### src/rtl/note_scheduler.sv
// ---------------------------------------------------------------------------
// note_scheduler
//
// Rhythm-game note spawner. Walks a small song ROM one row per INTERVAL
// frame steps and drops each row's notes into per-lane position slots
// (three lanes: red, green, blue; three slots per lane). Every occupied
// slot advances one position per frame step until it reaches POS_MAX,
// at which point it is freed. Once the last row has been issued the
// block drains the remaining notes and then reports DONE.
//
// A "step" is a cycle with tick=1 and hold=0. start and abort act on
// any cycle; abort beats everything else.
//
// Ports
//   clk        system clock, all state on the rising edge
//   reset_n    asynchronous active-low reset
//   tick       one-cycle frame-advance strobe
//   start      IDLE -> PLAY, and DONE -> IDLE (clears drop_cnt)
//   hold       freezes motion and spawn timing while high
//   abort      forces IDLE and empties every slot (drop_cnt kept)
//   note_addr  song ROM row address
//   note_data  ROM row, combinational on note_addr {red, green, blue}
//   pos_flat   slot s position at [10s+9:10s]; 0-2 red, 3-5 green, 6-8 blue
//   active     slot occupied flags
//   state_o    IDLE=001 PLAY=010 DRAIN=011 DONE=100
//   drop_cnt   saturating count of notes lost for lack of a free slot
//   song_done  high while in DONE
// ---------------------------------------------------------------------------

// ---------------------------------------------------------------------------
// note_slot: one on-screen note position.
//
//   clr_i    empty the slot (abort / illegal-state recovery)
//   step_i   frame step while the song is moving
//   spawn_i  occupy the slot at position 0 (only raised for an empty slot)
//   pos_o    current position
//   active_o slot is occupied
// ---------------------------------------------------------------------------
module note_slot #(
    parameter int POS_MAX = 520
) (
    input  logic       clk,
    input  logic       reset_n,
    input  logic       clr_i,
    input  logic       step_i,
    input  logic       spawn_i,
    output logic [9:0] pos_o,
    output logic       active_o
);

    logic [9:0] pos_q, pos_d;
    logic       act_q, act_d;

    always_comb begin
        pos_d = pos_q;
        act_d = act_q;
        if (clr_i) begin
            pos_d = '0;
            act_d = 1'b0;
        end else if (spawn_i) begin
            // A freshly spawned note sits at 0 for its spawn step.
            pos_d = '0;
            act_d = 1'b1;
        end else if (step_i && act_q) begin
            if (pos_q == 10'(POS_MAX)) begin
                pos_d = '0;
                act_d = 1'b0;
            end else begin
                pos_d = pos_q + 10'd1;
            end
        end
    end

    always_ff @(posedge clk or negedge reset_n) begin
        if (!reset_n) begin
            pos_q <= '0;
            act_q <= 1'b0;
        end else begin
            pos_q <= pos_d;
            act_q <= act_d;
        end
    end

    assign pos_o    = pos_q;
    assign active_o = act_q;

endmodule

// ---------------------------------------------------------------------------
// note_scheduler top
// ---------------------------------------------------------------------------
module note_scheduler #(
    parameter int INTERVAL = 200,
    parameter int POS_MAX  = 520,
    parameter int SONG_LEN = 16
) (
    input  logic        clk,
    input  logic        reset_n,
    input  logic        tick,
    input  logic        start,
    input  logic        hold,
    input  logic        abort,
    output logic [3:0]  note_addr,
    input  logic [2:0]  note_data,
    output logic [89:0] pos_flat,
    output logic [8:0]  active,
    output logic [2:0]  state_o,
    output logic [7:0]  drop_cnt,
    output logic        song_done
);

    localparam int NUM_LANES = 3;
    localparam int LANE_SLOTS = 3;
    localparam int NUM_SLOTS = NUM_LANES * LANE_SLOTS;
    localparam int CW = (INTERVAL > 1) ? $clog2(INTERVAL) : 1;
    localparam logic [3:0]    LAST_ROW = 4'(SONG_LEN - 1);
    localparam logic [CW-1:0] CNT_LAST = CW'(INTERVAL - 1);

    typedef enum logic [2:0] {
        S_IDLE  = 3'b001,
        S_PLAY  = 3'b010,
        S_DRAIN = 3'b011,
        S_DONE  = 3'b100
    } state_e;

    state_e        state_q, state_d;
    logic [CW-1:0] cnt_q, cnt_d;
    logic [3:0]    addr_q, addr_d;
    logic [7:0]    drop_q, drop_d;

    logic                 step;
    logic                 spawn_due;
    logic                 slot_clr;
    logic                 slot_step;
    logic [NUM_SLOTS-1:0] spawn_vec;
    logic [NUM_SLOTS-1:0] act_vec;
    logic [1:0]           drop_n;
    logic [8:0]           drop_sum;
    logic [7:0]           drop_sat;

    assign step      = tick & ~hold;
    assign spawn_due = step & ~abort & (state_q == S_PLAY) & (cnt_q == '0);

    // Spawn target per lane: lowest slot that was empty before this step.
    // Slots freed on this same step still read as occupied here, so they
    // cannot be reused until the following step.
    always_comb begin
        spawn_vec = '0;
        drop_n    = '0;
        for (int l = 0; l < NUM_LANES; l++) begin
            if (spawn_due && note_data[NUM_LANES-1-l]) begin
                if (!act_vec[LANE_SLOTS*l])
                    spawn_vec[LANE_SLOTS*l] = 1'b1;
                else if (!act_vec[LANE_SLOTS*l+1])
                    spawn_vec[LANE_SLOTS*l+1] = 1'b1;
                else if (!act_vec[LANE_SLOTS*l+2])
                    spawn_vec[LANE_SLOTS*l+2] = 1'b1;
                else
                    drop_n = drop_n + 2'd1;
            end
        end
    end

    assign drop_sum = {1'b0, drop_q} + {7'b0, drop_n};
    assign drop_sat = drop_sum[8] ? 8'hFF : drop_sum[7:0];

    // Next-state / control
    always_comb begin
        state_d   = state_q;
        cnt_d     = cnt_q;
        addr_d    = addr_q;
        drop_d    = drop_q;
        slot_clr  = 1'b0;
        slot_step = 1'b0;
        if (abort) begin
            state_d  = S_IDLE;
            cnt_d    = '0;
            addr_d   = '0;
            slot_clr = 1'b1;
        end else begin
            case (state_q)
                S_IDLE: begin
                    if (start) begin
                        state_d = S_PLAY;
                        cnt_d   = '0;
                        addr_d  = '0;
                    end
                end
                S_PLAY: begin
                    if (step) begin
                        slot_step = 1'b1;
                        cnt_d     = (cnt_q == CNT_LAST) ? '0 : cnt_q + CW'(1);
                        if (cnt_q == '0) begin
                            drop_d = drop_sat;
                            // Address parks on the last row once issued.
                            if (addr_q == LAST_ROW)
                                state_d = S_DRAIN;
                            else
                                addr_d = addr_q + 4'd1;
                        end
                    end
                end
                S_DRAIN: begin
                    slot_step = step;
                    if (!hold && (act_vec == '0))
                        state_d = S_DONE;
                end
                S_DONE: begin
                    if (start) begin
                        state_d = S_IDLE;
                        drop_d  = '0;
                    end
                end
                default: begin
                    // Illegal encoding: fall back to a clean IDLE.
                    state_d  = S_IDLE;
                    cnt_d    = '0;
                    addr_d   = '0;
                    slot_clr = 1'b1;
                end
            endcase
        end
    end

    always_ff @(posedge clk or negedge reset_n) begin
        if (!reset_n) begin
            state_q <= S_IDLE;
            cnt_q   <= '0;
            addr_q  <= '0;
            drop_q  <= '0;
        end else begin
            state_q <= state_d;
            cnt_q   <= cnt_d;
            addr_q  <= addr_d;
            drop_q  <= drop_d;
        end
    end

    // Slot array
    for (genvar s = 0; s < NUM_SLOTS; s++) begin : g_slot
        note_slot #(
            .POS_MAX (POS_MAX)
        ) u_slot (
            .clk      (clk),
            .reset_n  (reset_n),
            .clr_i    (slot_clr),
            .step_i   (slot_step),
            .spawn_i  (spawn_vec[s]),
            .pos_o    (pos_flat[10*s +: 10]),
            .active_o (act_vec[s])
        );
    end

    assign active    = act_vec;
    assign note_addr = addr_q;
    assign state_o   = state_q;
    assign drop_cnt  = drop_q;
    assign song_done = (state_q == S_DONE);

endmodule

### config.mk
export PLATFORM = sky130hd
export DESIGN_NAME = note_scheduler
export DESIGN_NICKNAME = d
export VERILOG_FILES = /design/src/rtl/note_scheduler.sv
export SDC_FILE = /design/constraint.sdc
export NUM_CORES = 1
export LEC_CHECK = 0
export ABC_AREA = 1
export CAP_MARGIN = 20
export CORE_AREA = 5 5 151 110
export CTS_CLUSTER_DIAMETER = 30
export CTS_CLUSTER_SIZE = 10
export DETAILED_ROUTE_END_ITERATION = 6
export DIE_AREA = 0 0 156 115
export GPL_TIMING_DRIVEN = 0
export PLACE_DENSITY = 0.86
export SLEW_MARGIN = 0
export SYNTH_ARGS = -nofsm -noshare
export SYNTH_HDL_FRONTEND = slang
export SYNTH_SLANG_ARGS = --single-unit
### constraint.sdc
create_clock -name clk -period 5.7 [get_ports clk]
set_clock_uncertainty 0.15 [all_clocks]
set_input_delay 1.71 -clock clk [delete_from_list [all_inputs] [get_ports clk]]
set_output_delay 1.71 -clock clk [all_outputs]
set_load 0.03 [all_outputs]
Yosys cells after proc, flatten, opt, wreduce, memory -nomap -nowiden
Index checks and enable logic that the tools add are counted.
{"block": "totals", "register_bits": 122, "in_bits": 9, "out_inout_bits": 115}
{"block": "op_classes", "add_sub_neg": 14, "eq_ne": 26, "muxes": 130, "n_bitwise": 6, "reduce_logical": 50}
{"operator": "2-to-1 mux 10 bit", "n": 36}
{"operator": "adder 10 x 1 -> 10 bit, second input constant", "n": 9}
{"operator": "equality test 10 bit, second input constant", "n": 9}
{"operator": "2-to-1 mux 1 bit", "n": 56}
{"operator": "2-to-1 mux 8 bit", "n": 7}
{"operator": "nonzero test 3 bit", "n": 18}
{"operator": "2-to-1 mux 3 bit", "n": 10}
{"operator": "one-hot mux 8 bit (3 select lines)", "n": 1}
{"operator": "2-to-1 mux 2 bit", "n": 11}
{"operator": "2-to-1 mux 4 bit", "n": 5}
{"operator": "AND reduction 2 bit", "n": 9}
{"operator": "one-hot mux 8 bit (2 select lines)", "n": 1}
{"operator": "!= test 3 bit, second input constant", "n": 5}
{"operator": "logical AND 1 bit", "n": 13}
{"operator": "one-hot mux 3 bit (4 select lines)", "n": 1}
{"operator": "one-hot mux 4 bit (3 select lines)", "n": 1}
{"operator": "AND reduction 5 bit", "n": 2}
{"operator": "adder 8 x 2 -> 9 bit", "n": 1}
{"operator": "logical NOT 9 bit", "n": 1}
{"operator": "adder 8 x 1 -> 8 bit, second input constant", "n": 1}
{"operator": "equality test 8 bit, second input constant", "n": 1}
{"operator": "logical NOT 8 bit", "n": 1}
{"operator": "equality test 3 x 2 -> 1 bit, second input constant", "n": 2}
{"operator": "!= test 3 x 2 -> 1 bit, second input constant", "n": 2}
{"operator": "other kinds (16)", "n": 23}

Longest topological paths before layout
Gate-level depths: netlist (run 1).
{"block": "logic_depth", "depth_word": 22, "ltp_mapped": 20}

Modules after synthesis
A second synthesis (run 1) with hierarchy kept.
{"block": "hier_totals", "hier_cells": 1063, "hier_area_um2": 7747.4}
{"mod": "note_slot at g_slot[1].u_slot ...", "instances": 7, "cells_each": 88, "area_each_um2": 660.6}
{"mod": "note_scheduler", "instances": 1, "cells_each": 260, "area_each_um2": 1774.2}
{"mod": "note_slot at g_slot[0].u_slot", "instances": 1, "cells_each": 97, "area_each_um2": 683.2}
{"mod": "note_slot at g_slot[8].u_slot", "instances": 1, "cells_each": 90, "area_each_um2": 665.6}

Least setup slack after synthesis (run 1)
OpenSTA, ideal clock, no wires.
{"block": "synth_timing", "path_kind": "in2reg", "from": "input tick", "to": "register drop_q[4] (netlist: drop_cnt[4])", "setup_time_ns": 0.083, "t_arrival_ns": 3.960, "required_ns": 5.467, "path_slack_ns": 1.508, "path_stages": 20, "path_buffers": 0, "path_cell_list": "inv_1 nor2_4 nand2_2 nor2_4 nand3_1 nor2_1 ha_1 nand4_1 nand2_1 nand2_1 nand2_1 inv_1 ha_1 fa_1 nand2_1 inv_1 nand2_1 nor3_1 a21oi_1 o22ai_1"}
{"block": "synth_via", "elab_chain_cells": 21}
{"element": "from (decl)", "line_no": "99", "rtl": "input logic tick,"}
{"element": "AND 1 bit (*)", "line_no": "141", "rtl": "assign step = tick & ~hold;"}
{"element": "AND 1 bit (3 in a row)", "line_no": "142", "rtl": "assign spawn_due = step & ~abort & (state_q == S_PLAY) & (cnt_q == '0);"}
{"element": "logical AND 1 bit", "line_no": "151", "rtl": "if (spawn_due && note_data[NUM_LANES-1-l]) begin"}
{"element": "2-to-1 mux 1 bit", "line_no": "151"}
{"element": "adder 2 x 1 -> 2 bit", "line_no": "159", "rtl": "drop_n = drop_n + 2'd1;"}
{"element": "2-to-1 mux 2 bit", "line_no": "156", "rtl": "else if (!act_vec[LANE_SLOTS*l+2])"}
{"element": "2-to-1 mux 2 bit", "line_no": "154", "rtl": "else if (!act_vec[LANE_SLOTS*l+1])"}
{"element": "2-to-1 mux 2 bit", "line_no": "152", "rtl": "if (!act_vec[LANE_SLOTS*l])"}
{"element": "[... 3 more ...]"}
{"element": "2-to-1 mux 2 bit", "line_no": "154"}
{"element": "2-to-1 mux 2 bit", "line_no": "152"}
{"element": "2-to-1 mux 2 bit", "line_no": "151"}
{"element": "adder 8 x 2 -> 9 bit", "line_no": "164", "rtl": "assign drop_sum = {1'b0, drop_q} + {7'b0, drop_n};"}
{"element": "2-to-1 mux 8 bit", "line_no": "165", "rtl": "assign drop_sat = drop_sum[8] ? 8'hFF : drop_sum[7:0];"}
{"element": "2-to-1 mux 8 bit", "line_no": "193", "rtl": "if (cnt_q == '0) begin"}
{"element": "2-to-1 mux 8 bit", "line_no": "190", "rtl": "if (step) begin"}
{"element": "one-hot mux 8 bit (2 select lines)", "line_no": "181", "rtl": "case (state_q)"}
{"element": "to (signal assigned)", "line_no": "235", "rtl": "drop_q <= drop_d;"}
{"element": "to (decl)", "line_no": "129", "rtl": "logic [7:0] drop_q, drop_d;"}
Mark *: on every way between the ends. The rest lies on a longest branch, timed or not. The select of a mux whose other input is x is not followed.
A chain may end at the register's enable or synchronous reset.

Worst setup path after layout (run 1)
{"block": "layout_timing", "from": "input abort", "to": "register drop_q[1] (netlist: drop_cnt[1])"}
{"block": "layout_via", "elab_chain_cells": 21}
{"element": "from (decl)", "line_no": "102", "rtl": "input logic abort,"}
{"element": "inverter 1 bit (no source line) (*)"}
{"element": "AND 1 bit (3 in a row)", "line_no": "142"}
{"element": "logical AND 1 bit", "line_no": "151"}
{"element": "2-to-1 mux 1 bit", "line_no": "151"}
{"element": "adder 2 x 1 -> 2 bit", "line_no": "159"}
{"element": "2-to-1 mux 2 bit", "line_no": "156"}
{"element": "2-to-1 mux 2 bit", "line_no": "154"}
{"element": "2-to-1 mux 2 bit", "line_no": "152"}
{"element": "[... 3 more ...]"}
{"element": "2-to-1 mux 2 bit", "line_no": "154"}
{"element": "2-to-1 mux 2 bit", "line_no": "152"}
{"element": "2-to-1 mux 2 bit", "line_no": "151"}
{"element": "adder 8 x 2 -> 9 bit", "line_no": "164"}
{"element": "2-to-1 mux 8 bit", "line_no": "165"}
{"element": "2-to-1 mux 8 bit", "line_no": "193"}
{"element": "2-to-1 mux 8 bit", "line_no": "190"}
{"element": "one-hot mux 8 bit (2 select lines)", "line_no": "181"}
Marks and branches as above.

==> results of run 1 <==
-- final cells by class --
| cell class | instances | area (µm²) | share of cell area |
|---|---|---|---|
| Sequential cell | 122 | 3050 | 0.301 |
| Buffer | 27 | 186 | 0.0184 |
| Clock inverter | 7 | 68.8 | 0.00679 |
| Inverter | 140 | 528 | 0.0521 |
| Multi-Input combinational cell | 797 | 4290 | 0.423 |
| Clock buffer | 25 | 495 | 0.0489 |
| Timing Repair Buffer | 124 | 1260 | 0.124 |
| Tap cell | 200 | 250 | 0.0247 |
-- flip-flops by register name (all words and copies together) (netlist names) --
| signal | count |
|---|---|
| g_slot.u_slot.active_o | 9 |
| note_addr | 4 |
| g_slot.u_slot.pos_o | 90 |
| cnt_q | 8 |
| drop_cnt | 8 |
| state_o | 3 |
-- worst max-delay path: stages --
cell	delay [ps]
clkdlybuf4s50_1	470
inv_2	190
nand2_2	120
nor2_4	140
nand2_4	160
nor2_8	240
nand2_1	90
nor2_1	280
inv_1	70
nand3_1	80
nand2_1	50
inv_1	50
ha_1	180
fa_1	250
nand2_1	90
inv_1	120
nand2_1	100
nor3_1	590
nor2_1	150
o22ai_1	170
-- power breakdown --
part / internal (mW) / switching (mW)
sequential: 0.930 / 0.0868
clock: 0.645 / 0.394
combinational: 0.294 / 0.644
total: 1.87 / 1.12
-- kinds of logic after synthesis --
group	after synthesis	synth area share
flip-flops	122	0.379
AO/OA/AOI/OAI	120	0.0810
adder cells (fa/ha/maj)	25	0.0397
multiplexers	1	0.00124
XOR/XNOR	52	0.0565
AND/OR/NAND/NOR	599	0.354
buffers and inverters	167	0.0886
-- cells in the final DEF, fill, tap and decap left out, drive strengths merged --
| master | count |
|---|---|
| a21oi | 39 |
| a22oi | 1 |
| a31o | 1 |
| buf | 28 |
| bufinv | 1 |
| clkbuf | 26 |
| clkdlybuf4s50 | 122 |
| clkinv | 5 |
| clkinvlp | 2 |
| dfrtp | 121 |
| dfstp | 1 |
| fa | 1 |
| ha | 24 |
| inv | 139 |
| mux2i | 1 |
| nand2 | 239 |
| nand3 | 123 |
| nand3b | 2 |
| nand4 | 60 |
| nor2 | 139 |
| nor3 | 30 |
| nor3b | 3 |
| nor4 | 3 |
| o211ai | 1 |
| o21a | 1 |
| o21ai | 65 |
| o22ai | 9 |
| o311ai | 1 |
| o31ai | 1 |
| o32ai | 1 |
| xnor2 | 8 |
| xor2 | 44 |
-- worst paths after layout --
| path | endpoint | slack [ps] |
|---|---|---|
| setup / recovery | drop_cnt[1] | 570 |
| hold / removal | g_slot[0].u_slot.pos_o[3] | 390 |
| setup reg to reg | drop_cnt[1] | 1760 |
| hold reg to reg | g_slot[0].u_slot.pos_o[3] | 390 |
| max in group asynchronous | g_slot[8].u_slot.pos_o[4] | 3630 |
| min in group asynchronous | g_slot[0].u_slot.pos_o[7] | 1010 |
-- metrics by stage --
step           setup TNS, ps  hold WS, ps  setup WS [ps]  instance area, µm²
6_report                   0          395            570               10100
5_1_grt                    0          428            309               10100
4_1_cts                    0          390            567               10100
3_5_place_dp               0          363            232                9570
3_3_place_gp         -253380          371          -2100                9540
2_1_floorplan              0          353           1510                8060
-- layer usage --
layer,track usage,up-vias,share of wire
met1,0.377,3779,0.44
li1,-,3875,-
met2,0.390,423,0.44
met3,0.0602,53,0.092
met5,0,-,0
met4,0.0892,0,0.023
==> summary.md, run 1 <==
| Metric | Value |
|---|---|
| I/O Pins | `124` |
| Diode count | `0` |
| Slew HR | `0.498` |
| Routed WL per cell | `between 15 and 20 µm` |
| Worst Setup End Kind | `flop` |
| Post-CTS sizing | `0` |
| Initial antenna violation count | `0` |
| CTS root buffer | `clkbuf_16` |
| DR vias | `8130` |
| P&R area growth vs syn | `25.7%` |
| Asr flop ratio synth | `1.00` |
| Worst Path Max Fanout | `10` |
| WL final | `23.0 mm` |
| Die Span Y | `between 100 and 150 µm` |
| Max rail drop VDD | `about 190 µV` |
| Fmax | `195 MHz` |
| # fillers | `1249` |
| Largest net degree at the start of global routing | `95` |
| Slew Viols, Final | `0` |
| CTS Hold Bufs | `0` |
| Avg Inst Size Synth | `about 7.4 µm²` |
| Share of layout cells above drive strength 1 | `0.0821` |
| First-pass GRT wire length | `38.2 mm` |
| Kind of critical path | `in2reg` |
| Vias in the first global route | `7676` |
| Core Util, Final | `0.672` |
| # placed instances | `1410` |
| CTS buffer count | `17` |
| Final Cycle Share | `0.900` |
| Core area | `0.0151 mm²` |
| Final setup viols | `0` |
| Main synth FF type | `dfrtp_1` |
| Fin. Hold Viols | `0` |
| Hold Crit Class | `reg2reg` |
| Final Critical Period | `5130 ps` |
| Cell Pwr Density | `295 mW/mm²` |
| Worst setup SP type | `input pin` |
| Drc violations | `0` |
| Post-synth EDFFs | `0` |
| Worst-path clk slew | `60 ps` |
| Max clock buf depth | `2` |
| Sink Count | `roughly 120` |
| Initial Util | `0.535` |
| Avg Vias per Cell | `5.64` |
| Worst setup startpoint | `abort` |
| #FFs+latches synth | `between 100 and 150` |
| Final cell count without fillers | `approximately 1400` |
| Mapped Area | `0.00806 mm²` |
| NumNets Final | `1263` |
| Total GRT Usage | `0.261` |
| Worst Path Arrival | `about 5300 ps` |
| FP Rows | `38` |
| Most frequent cell after synthesis | `nand2_1` |
| Clock Latency Late Sink | `~420 ps` |
| CTS HTree Levels | `4` |
| Cell leakage power | `~4.7 nW` |
| Unrepaired setup endpoints after global routing | `false` |
| R2R cell count | `20` |
| GP Congestion | `between 0.9 and 1` |
| Die width | `156 µm` |
| Top cell type's share of synthesized area | `0.376` |
| Hpwl dp | `~16 mm` |
| Max-Cap Viols | `0` |
| Port buffer count | `123` |
| Post-Synthesis Cells | `1086` |
| Leading area contributor after synthesis | `dfrtp_1` |
| Synth top area cells | `dfrtp_1 (38%), nand2_1 (10%), nand3_1 (7.2%), inv_1 (6.2%), nor2_1 (5.6%)` |
| Syn_nets | `about 1100` |
| Hold Startpoint | `g_slot[0].u_slot.pos_o[3]` |
| Post-synth top cells | `nand2_1 (224), inv_1 (133), dfrtp_1 (121), nor2_1 (121), nand3_1 (116)` |
| Die footprint | `0.0179 mm²` |
| WHS Path Cells | `2` |
| Overall power | `2.99 mW` |
| Sequential-to-total area share from yosys stat | `0.379` |
| Setup Buffers After CTS | `0` |
| Status | `finished clean` |
| CTS tree | `built` |
| WP data required | `approximately 6000 ps` |
| Initial drt markers | `742` |
| Antenna Nets Post-Route | `0` |
| Worst reg2reg path startpoint | `cnt_q[0]` |
| GRT overflow | `0` |
| Slew @ Worst Pin | `about 750 ps` |
| Detailed Routing Iterations Pass 1 | `7` |
| Distinct cells, synth | `44` |
| Synthesis Warnings | `0` |
No activity file was read; power rests on OpenSTA's default activity.
==> run 2, diff against run 1 <==
==> constraint.sdc (replaced) <==
create_clock -name clk -period 4.9 [get_ports clk]
set_clock_uncertainty 0.15 [all_clocks]
set_input_delay 1.47 -clock clk [delete_from_list [all_inputs] [get_ports clk]]
set_output_delay 1.47 -clock clk [all_outputs]
set_load 0.03 [all_outputs]
==> summary.md, run 2 (synthesis results as in run 1) <==
| Metric | Value |
|---|---|
| Status | `finished clean (unchanged)` |
| Max rail drop VDD | `220 µV (was 186 µV)` |
| Final Cycle Share | `0.944` |
| Fmax | `216 MHz` |
| R2R cell count | `20 (unchanged)` |
| Worst Setup End Kind | `flop (unchanged)` |
| Diode count | `0 (unchanged)` |
| Cell leakage power | `4.73 nW (about the same)` |
| Hpwl dp | `16.4 mm (unchanged)` |
| Cell Pwr Density | `344 mW/mm² (was 295 mW/mm²)` |
| Max-Cap Viols | `0 (unchanged)` |
| CTS HTree Levels | `4 (unchanged)` |
| Worst path cell trace | `clkdlybuf4s50_1, inv_2, nand2_2, nor2_4, nand2_4, nor2_8, nand2_1, nor2_1, inv_1, nand3_1, nand2_1, inv_1, ha_1, fa_1, nand2_1, inv_1, nand2_1, nor3_2, nor2_1, o22ai_1 (was clkdlybuf4s50_1, inv_2, nand2_2, nor2_4, nand2_4, nor2_8, nand2_1, nor2_1, inv_1, nand3_1, nand2_1, inv_1, ha_1, fa_1, nand2_1, inv_1, nand2_1, nor3_1, nor2_1, o22ai_1)` |
| Core area | `0.0151 mm² (unchanged)` |
| Final TNS setup | `0 ps (unchanged)` |
| CTS buffer count | `17 (unchanged)` |
| Fin. Hold Viols | `0 (unchanged)` |
| Die width | `156 µm (unchanged)` |
| GRT overflow | `0 (unchanged)` |
| Most frequent cells in the layout | `nand2_1 (224), inv_1 (133), clkdlybuf4s50_1 (122), nor2_1 (121), dfrtp_1 (121) (unchanged)` |
| Overall power | `3.49 mW (was 2.99 mW)` |
| Hold Crit Class | `reg2reg (unchanged)` |
| DR vias | `8120 (was 8130)` |
| Multi-input logic area | `0.00430 mm² (was 0.00429 mm²)` |
| Antenna Nets Post-Route | `0 (unchanged)` |
| Worst path max stage delay | `470 ps (was 590 ps)` |
| Port buffer count | `123 (unchanged)` |
| Unrepaired setup endpoints after global routing | `false (unchanged)` |
| NumNets Final | `1263 (unchanged)` |
| Worst Path Arrival | `4810 ps (was 5300 ps)` |
| Most common cell after layout, fill and taps aside | `nand2_1 (unchanged)` |
| GP Congestion | `0.947 (unchanged)` |
| Initial antenna violation count | `0 (unchanged)` |
| Slew HR | `0.503 (was 0.498)` |
| Vias in the first global route | `7676 (unchanged)` |
| Worst Path Max Fanout | `10 (unchanged)` |
| Slew @ Worst Pin | `739 ps (was 748 ps)` |
| Final Critical Period | `4630 ps` |
| WL final | `23.1 mm (was 23.0 mm)` |
| First-pass GRT wire length | `38.2 mm (unchanged)` |
| Delay-heaviest family, CP | `simple AND/OR/NAND/NOR gates (unchanged)` |
| Max reg flops | `90 (unchanged)` |
| Detailed Routing Iterations Pass 1 | `6 (was 7)` |
| Clock Latency Late Sink | `420 ps (about the same)` |
| Total GRT Usage | `0.261 (unchanged)` |
| CP endpoint | `drop_cnt[1] (unchanged)` |
| Drc violations | `0 (unchanged)` |
| Die Span Y | `115 µm (unchanged)` |
| Worst setup startpoint | `abort (unchanged)` |
| Initial drt markers | `741 (was 742)` |
| Slowest CP cell | `clkdlybuf4s50_1 (was nor3_1)` |
| Worst-path clk slew | `60 ps (about the same)` |
| Sink Count | `122 (unchanged)` |
| Slew Viols, Final | `0 (unchanged)` |
| CTS root buffer | `clkbuf_16 (unchanged)` |
| CTS Hold Bufs | `0 (unchanged)` |
| Initial Util | `0.535 (unchanged)` |
| Worst setup SP type | `input pin (unchanged)` |
| Avg Vias per Cell | `5.63 (was 5.64)` |
| Die footprint | `0.0179 mm² (unchanged)` |
| FP Rows | `38 (unchanged)` |
| Critical path buffers and inverters | `5 (unchanged)` |
| P&R area growth vs syn | `25.8% (was 25.7%)` |
| Routed WL per cell | `16.0 µm (about the same)` |
| Worst reg2reg path startpoint | `cnt_q[0] (unchanged)` |
| WP data required | `5080 ps (was 5870 ps)` |
| Sequential Area | `0.00305 mm² (unchanged)` |
| Reg-to-reg endpoint | `drop_cnt[1] (unchanged)` |
| Share of layout cells above drive strength 1 | `0.0829 (was 0.0821)` |
| Most frequent CP cell | `nand2_1 (unchanged)` |
| Largest net degree at the start of global routing | `95 (unchanged)` |
| Final setup viols | `0 (unchanged)` |
| CTS tree | `built (unchanged)` |
| Max clock buf depth | `2 (unchanged)` |
| R2R setup slack | `1220 ps (was 1760 ps)` |
| # fillers | `1249 (unchanged)` |
| Stages on worst setup path | `20 (unchanged)` |
| Kind of critical path | `in2reg (unchanged)` |
| I/O Pins | `124 (unchanged)` |
## run 2: cell type report
cell class                      count  area share
Multi-Input combinational cell    797       0.424
Inverter                          140      0.0521
Clock buffer                       25      0.0489
Timing Repair Buffer              124       0.124
Clock inverter                      7     0.00679
Sequential cell                   122       0.301
Buffer                             27      0.0184
Tap cell                          200      0.0247
## run 2: per-layer routing
| metal | global-route usage | wire, µm | vias to the layer above | share of wire |
|---|---|---|---|---|
| met1 | 0.377 | 10300 | 3785 | 0.45 |
| met4 | 0.0892 | 571 | 0 | 0.025 |
| li1 | - | - | 3875 | - |
| met5 | 0 | 0 | - | 0 |
| met2 | 0.390 | 10200 | 407 | 0.44 |
| met3 | 0.0602 | 2040 | 53 | 0.089 |
## run 2: how the worst min path moves through the flow
stage,startpoint,to,slack (ps),cells past startpoint
2_1_floorplan,g_slot[7].u_slot.active_o,g_slot[7].u_slot.active_o,350,2
3_3_place_gp,g_slot[0].u_slot.pos_o[8],g_slot[0].u_slot.pos_o[8],370,2
3_5_place_dp,g_slot[0].u_slot.pos_o[8],g_slot[0].u_slot.pos_o[8],360,2
6_report,g_slot[0].u_slot.pos_o[3],g_slot[0].u_slot.pos_o[3],390,2
4_1_cts,g_slot[0].u_slot.pos_o[8],g_slot[0].u_slot.pos_o[8],390,2
5_1_grt,cnt_q[4],cnt_q[4],430,1
## run 2: worst register-to-register path: stages, from the launching register on
cell and delay, ps:
dfrtp_1 390, inv_1 100, ha_1 200, nand2_1 80, nor2_2 230, nand2_4 190, nor2_8 250, nand2_1 100
nor2_1 280, inv_1 70, nand3_1 80, nand2_1 60, inv_1 50, ha_1 180, fa_1 250, nand2_1 90
inv_1 120, nand2_1 110, nor3_2 360, nor2_1 130, o22ai_1 150
## run 2: stage by stage
step           instances  cell area, µm²  setup slack [ps]   util  hold slack, ps
2_1_floorplan       1086            8060               948      -             353
3_3_place_gp        1409            9540             -2660  0.633             371
3_5_place_dp        1410            9570              -328  0.635             363
4_1_cts             1442           10100              7.11  0.672             390
5_1_grt             1442           10100              1.20  0.673             428
6_report            1442           10100               272  0.673             395
## run 2: timing repair
| item | in CTS | in global routing |
|---|---|---|
| endpoints found under the setup margin | 0 | 6 |
| hold endpoints to repair | 0 | 0 |
| setup buffers | 0 | 0 |
| resized for setup | 0 | 1 |
## run 2: where the power goes
group	total (mW)	switching [mW]	internal, mW
combinational	1.09	0.751	0.342
sequential	1.18	0.101	1.08
clock	1.21	0.464	0.750
==> run 3, diff against run 2 <==
--- a/config.mk
+++ b/config.mk
@@ -12,6 +12,7 @@
 export CTS_CLUSTER_SIZE = 10
 export DETAILED_ROUTE_END_ITERATION = 6
 export DIE_AREA = 0 0 156 115
+export GPL_ROUTABILITY_DRIVEN = 0
 export GPL_TIMING_DRIVEN = 0
 export PLACE_DENSITY = 0.86
 export SLEW_MARGIN = 0
==> summary.md, run 3 (synthesis results as in run 1) <==
| Metric | Value |
|---|---|
| R2R setup slack | `1310 ps (was 1220 ps)` |
| P&R area growth vs syn | `26.2% (was 25.8%)` |
| Slew HR | `0.416 (was 0.503)` |
| Hpwl dp | `16.2 mm (was 16.4 mm)` |
| Reg-to-reg endpoint | `drop_cnt[5] (was drop_cnt[1])` |
| NumNets Final | `1263 (unchanged)` |
| GRT overflow | `0 (unchanged)` |
| Most frequent cells in the layout | `nand2_1 (224), inv_1 (133), clkdlybuf4s50_1 (122), nor2_1 (121), dfrtp_1 (121) (unchanged)` |
| CTS HTree Levels | `4 (unchanged)` |
| Slowest CP cell | `clkdlybuf4s50_1 (unchanged)` |
| Antenna Nets Post-Route | `0 (unchanged)` |
| FP Rows | `38 (unchanged)` |
| Hold Startpoint | `note_addr[1] (was g_slot[0].u_slot.pos_o[3])` |
| Largest net degree at the start of global routing | `74 (was 95)` |
| Sink Count | `122 (unchanged)` |
| Cell Pwr Density | `348 mW/mm² (was 344 mW/mm²)` |
| WL final | `22.2 mm (was 23.1 mm)` |
| Routed WL per cell | `15.4 µm (was 16.0 µm)` |
| Max clock buf depth | `2 (unchanged)` |
| Unrepaired setup endpoints after global routing | `false (unchanged)` |
| CTS tree | `built (unchanged)` |
| Status | `finished clean (unchanged)` |
| R2R cell count | `19 (was 20)` |
| Final setup viols | `0 (unchanged)` |
| Slew @ Worst Pin | `869 ps (was 739 ps)` |
| Die width | `156 µm (unchanged)` |
| Cell leakage power | `4.74 nW (was 4.73 nW)` |
| Diode count | `0 (unchanged)` |
| Worst Path Max Fanout | `10 (unchanged)` |
| Vias in the first global route | `7456 (was 7676)` |
| Hold path endpoint | `note_addr[1] (was g_slot[0].u_slot.pos_o[3])` |
| Die Span Y | `115 µm (unchanged)` |
| Delay-heaviest family, CP | `simple AND/OR/NAND/NOR gates (unchanged)` |
| Detailed Routing Iterations Pass 1 | `7 (was 6)` |
| First-pass GRT wire length | `37.0 mm (was 38.2 mm)` |
| Worst path cell trace | `clkdlybuf4s50_1, inv_2, nand2_2, nor2_4, nand2_4, nor2_8, nand2_1, nor2_1, nand2_1, nand2_1, inv_1, ha_1, fa_1, nand2_1, inv_1, nand2_1, nor3_2, a21oi_1, o22ai_1 (was clkdlybuf4s50_1, inv_2, nand2_2, nor2_4, nand2_4, nor2_8, nand2_1, nor2_1, inv_1, nand3_1, nand2_1, inv_1, ha_1, fa_1, nand2_1, inv_1, nand2_1, nor3_2, nor2_1, o22ai_1)` |
| Final Cycle Share | `0.930 (was 0.944)` |
| Kind of critical path | `in2reg (unchanged)` |
| Most common cell after layout, fill and taps aside | `nand2_1 (unchanged)` |
| Worst setup SP type | `input pin (unchanged)` |
| Slew Viols, Final | `0 (unchanged)` |
| Fmax | `220 MHz (was 216 MHz)` |
| Max-Cap Viols | `0 (unchanged)` |
| Initial drt markers | `719 (was 741)` |
| Fin. Hold Viols | `0 (unchanged)` |
| Total GRT Usage | `0.253 (was 0.261)` |
| Port buffer count | `123 (unchanged)` |
| Final worst setup slack | `345 ps (was 272 ps)` |
| Placement Setup Slack | `-243 ps (was -328 ps)` |
| Avg Vias per Cell | `5.54 (was 5.63)` |
| Worst Setup End Kind | `flop (unchanged)` |
| Core area | `0.0151 mm² (unchanged)` |
| Hold Crit Class | `reg2reg (unchanged)` |
| Max reg flops | `90 (unchanged)` |
| Share of layout cells above drive strength 1 | `0.0862 (was 0.0829)` |
| Worst Path Arrival | `4690 ps (was 4810 ps)` |
| CTS root buffer | `clkbuf_16 (unchanged)` |
| DR vias | `7985 (was 8120)` |
| Die footprint | `0.0179 mm² (unchanged)` |
| CTS buffer count | `17 (unchanged)` |
| Final TNS setup | `0 ps (unchanged)` |
| WHS Path Cells | `2 (unchanged)` |
| Critical path buffers and inverters | `4 (was 5)` |
| Initial Util | `0.535 (unchanged)` |
| # fillers | `1186 (was 1249)` |
| Drc violations | `0 (unchanged)` |
| Final Critical Period | `4550 ps (was 4630 ps)` |
| Max rail drop VDD | `234 µV (was 220 µV)` |
| Worst reg2reg path startpoint | `cnt_q[1] (was cnt_q[0])` |
| Most frequent CP cell | `nand2_1 (unchanged)` |
| Worst path max stage delay | `460 ps (was 470 ps)` |
| Worst-path clk slew | `60 ps (about the same)` |
| Initial antenna violation count | `0 (unchanged)` |
| WP data required | `5040 ps (was 5080 ps)` |
| Clock Latency Late Sink | `420 ps (about the same)` |
| I/O Pins | `124 (unchanged)` |
run 3: layout make-up:
type / count / area [µm²] / area share
repair buffers: 124 / 1260 / 0.124
multi-input cells: 797 / 4300 / 0.422
well taps: 200 / 250 / 0.0246
clock inverters: 13 / 144 / 0.0141
inverters: 140 / 528 / 0.0519
plain buffers: 27 / 186 / 0.0183
flip-flops and latches: 122 / 3050 / 0.300
clock buffers: 19 / 453 / 0.0445
run 3: report_power, final:
| part | leakage [nW] | internal [mW] | switching, mW |
|---|---|---|---|
| Sequential | 1.69 | 1.08 | 0.102 |
| Clock | 0.282 | 0.779 | 0.486 |
| Combinational | 2.77 | 0.341 | 0.747 |
| Total | 4.74 | 2.20 | 1.34 |
run 3: worst register-to-register path, cell delays in order (launching register included):
cell	delay (ps)
dfrtp_1	410
inv_1	90
ha_1	180
nand2_1	70
nor2_2	230
nand2_4	190
nor2_8	240
nand2_1	120
nor2_1	270
nand2_1	120
nand2_1	80
inv_1	40
ha_1	200
fa_1	420
nand2_1	110
inv_1	90
nand2_1	130
nor3_2	90
a21oi_1	160
o22ai_1	90
run 3: worst max path at each step:
| stage | startpoint | endpoint | depth (start not counted) |
|---|---|---|---|
| floorplan | tick | drop_cnt[4] | 20 |
| global placement | reset_n | g_slot[2].u_slot.pos_o[2] | 1 |
| detailed placement | tick | drop_cnt[5] | 21 |
| CTS | abort | drop_cnt[5] | 20 |
| global route | tick | drop_cnt[7] | 20 |
| finish | abort | drop_cnt[5] | 19 |
run 3: timing repair:
action                     4_1_cts  5_1_grt
setup buffers                    0        0
resized for setup                0        1
setup endpoints to repair        0        6
hold buffers                     0        0
run 3: layer usage:
metal  part of all wire  up-vias  global-route usage
li1                   -     3872                   -
met1               0.47     3724               0.383
met2               0.43      353               0.363
met3              0.083       36              0.0568
met4              0.018        0              0.0706
met5                  0        -                   0
run 3: stage by stage:
stage | hold WS [ps] | cells | util | total power, mW | cell area (µm²)
floorplan | 353 | 1086 | - | 1.88 | 8060
global placement | 372 | 1409 | 0.633 | 2.23 | 9540
detailed placement | 369 | 1410 | 0.635 | 2.27 | 9570
CTS | 394 | 1442 | 0.675 | 3.54 | 10200
global route | 411 | 1442 | 0.675 | 3.71 | 10200
finish | 390 | 1442 | 0.675 | 3.54 | 10200
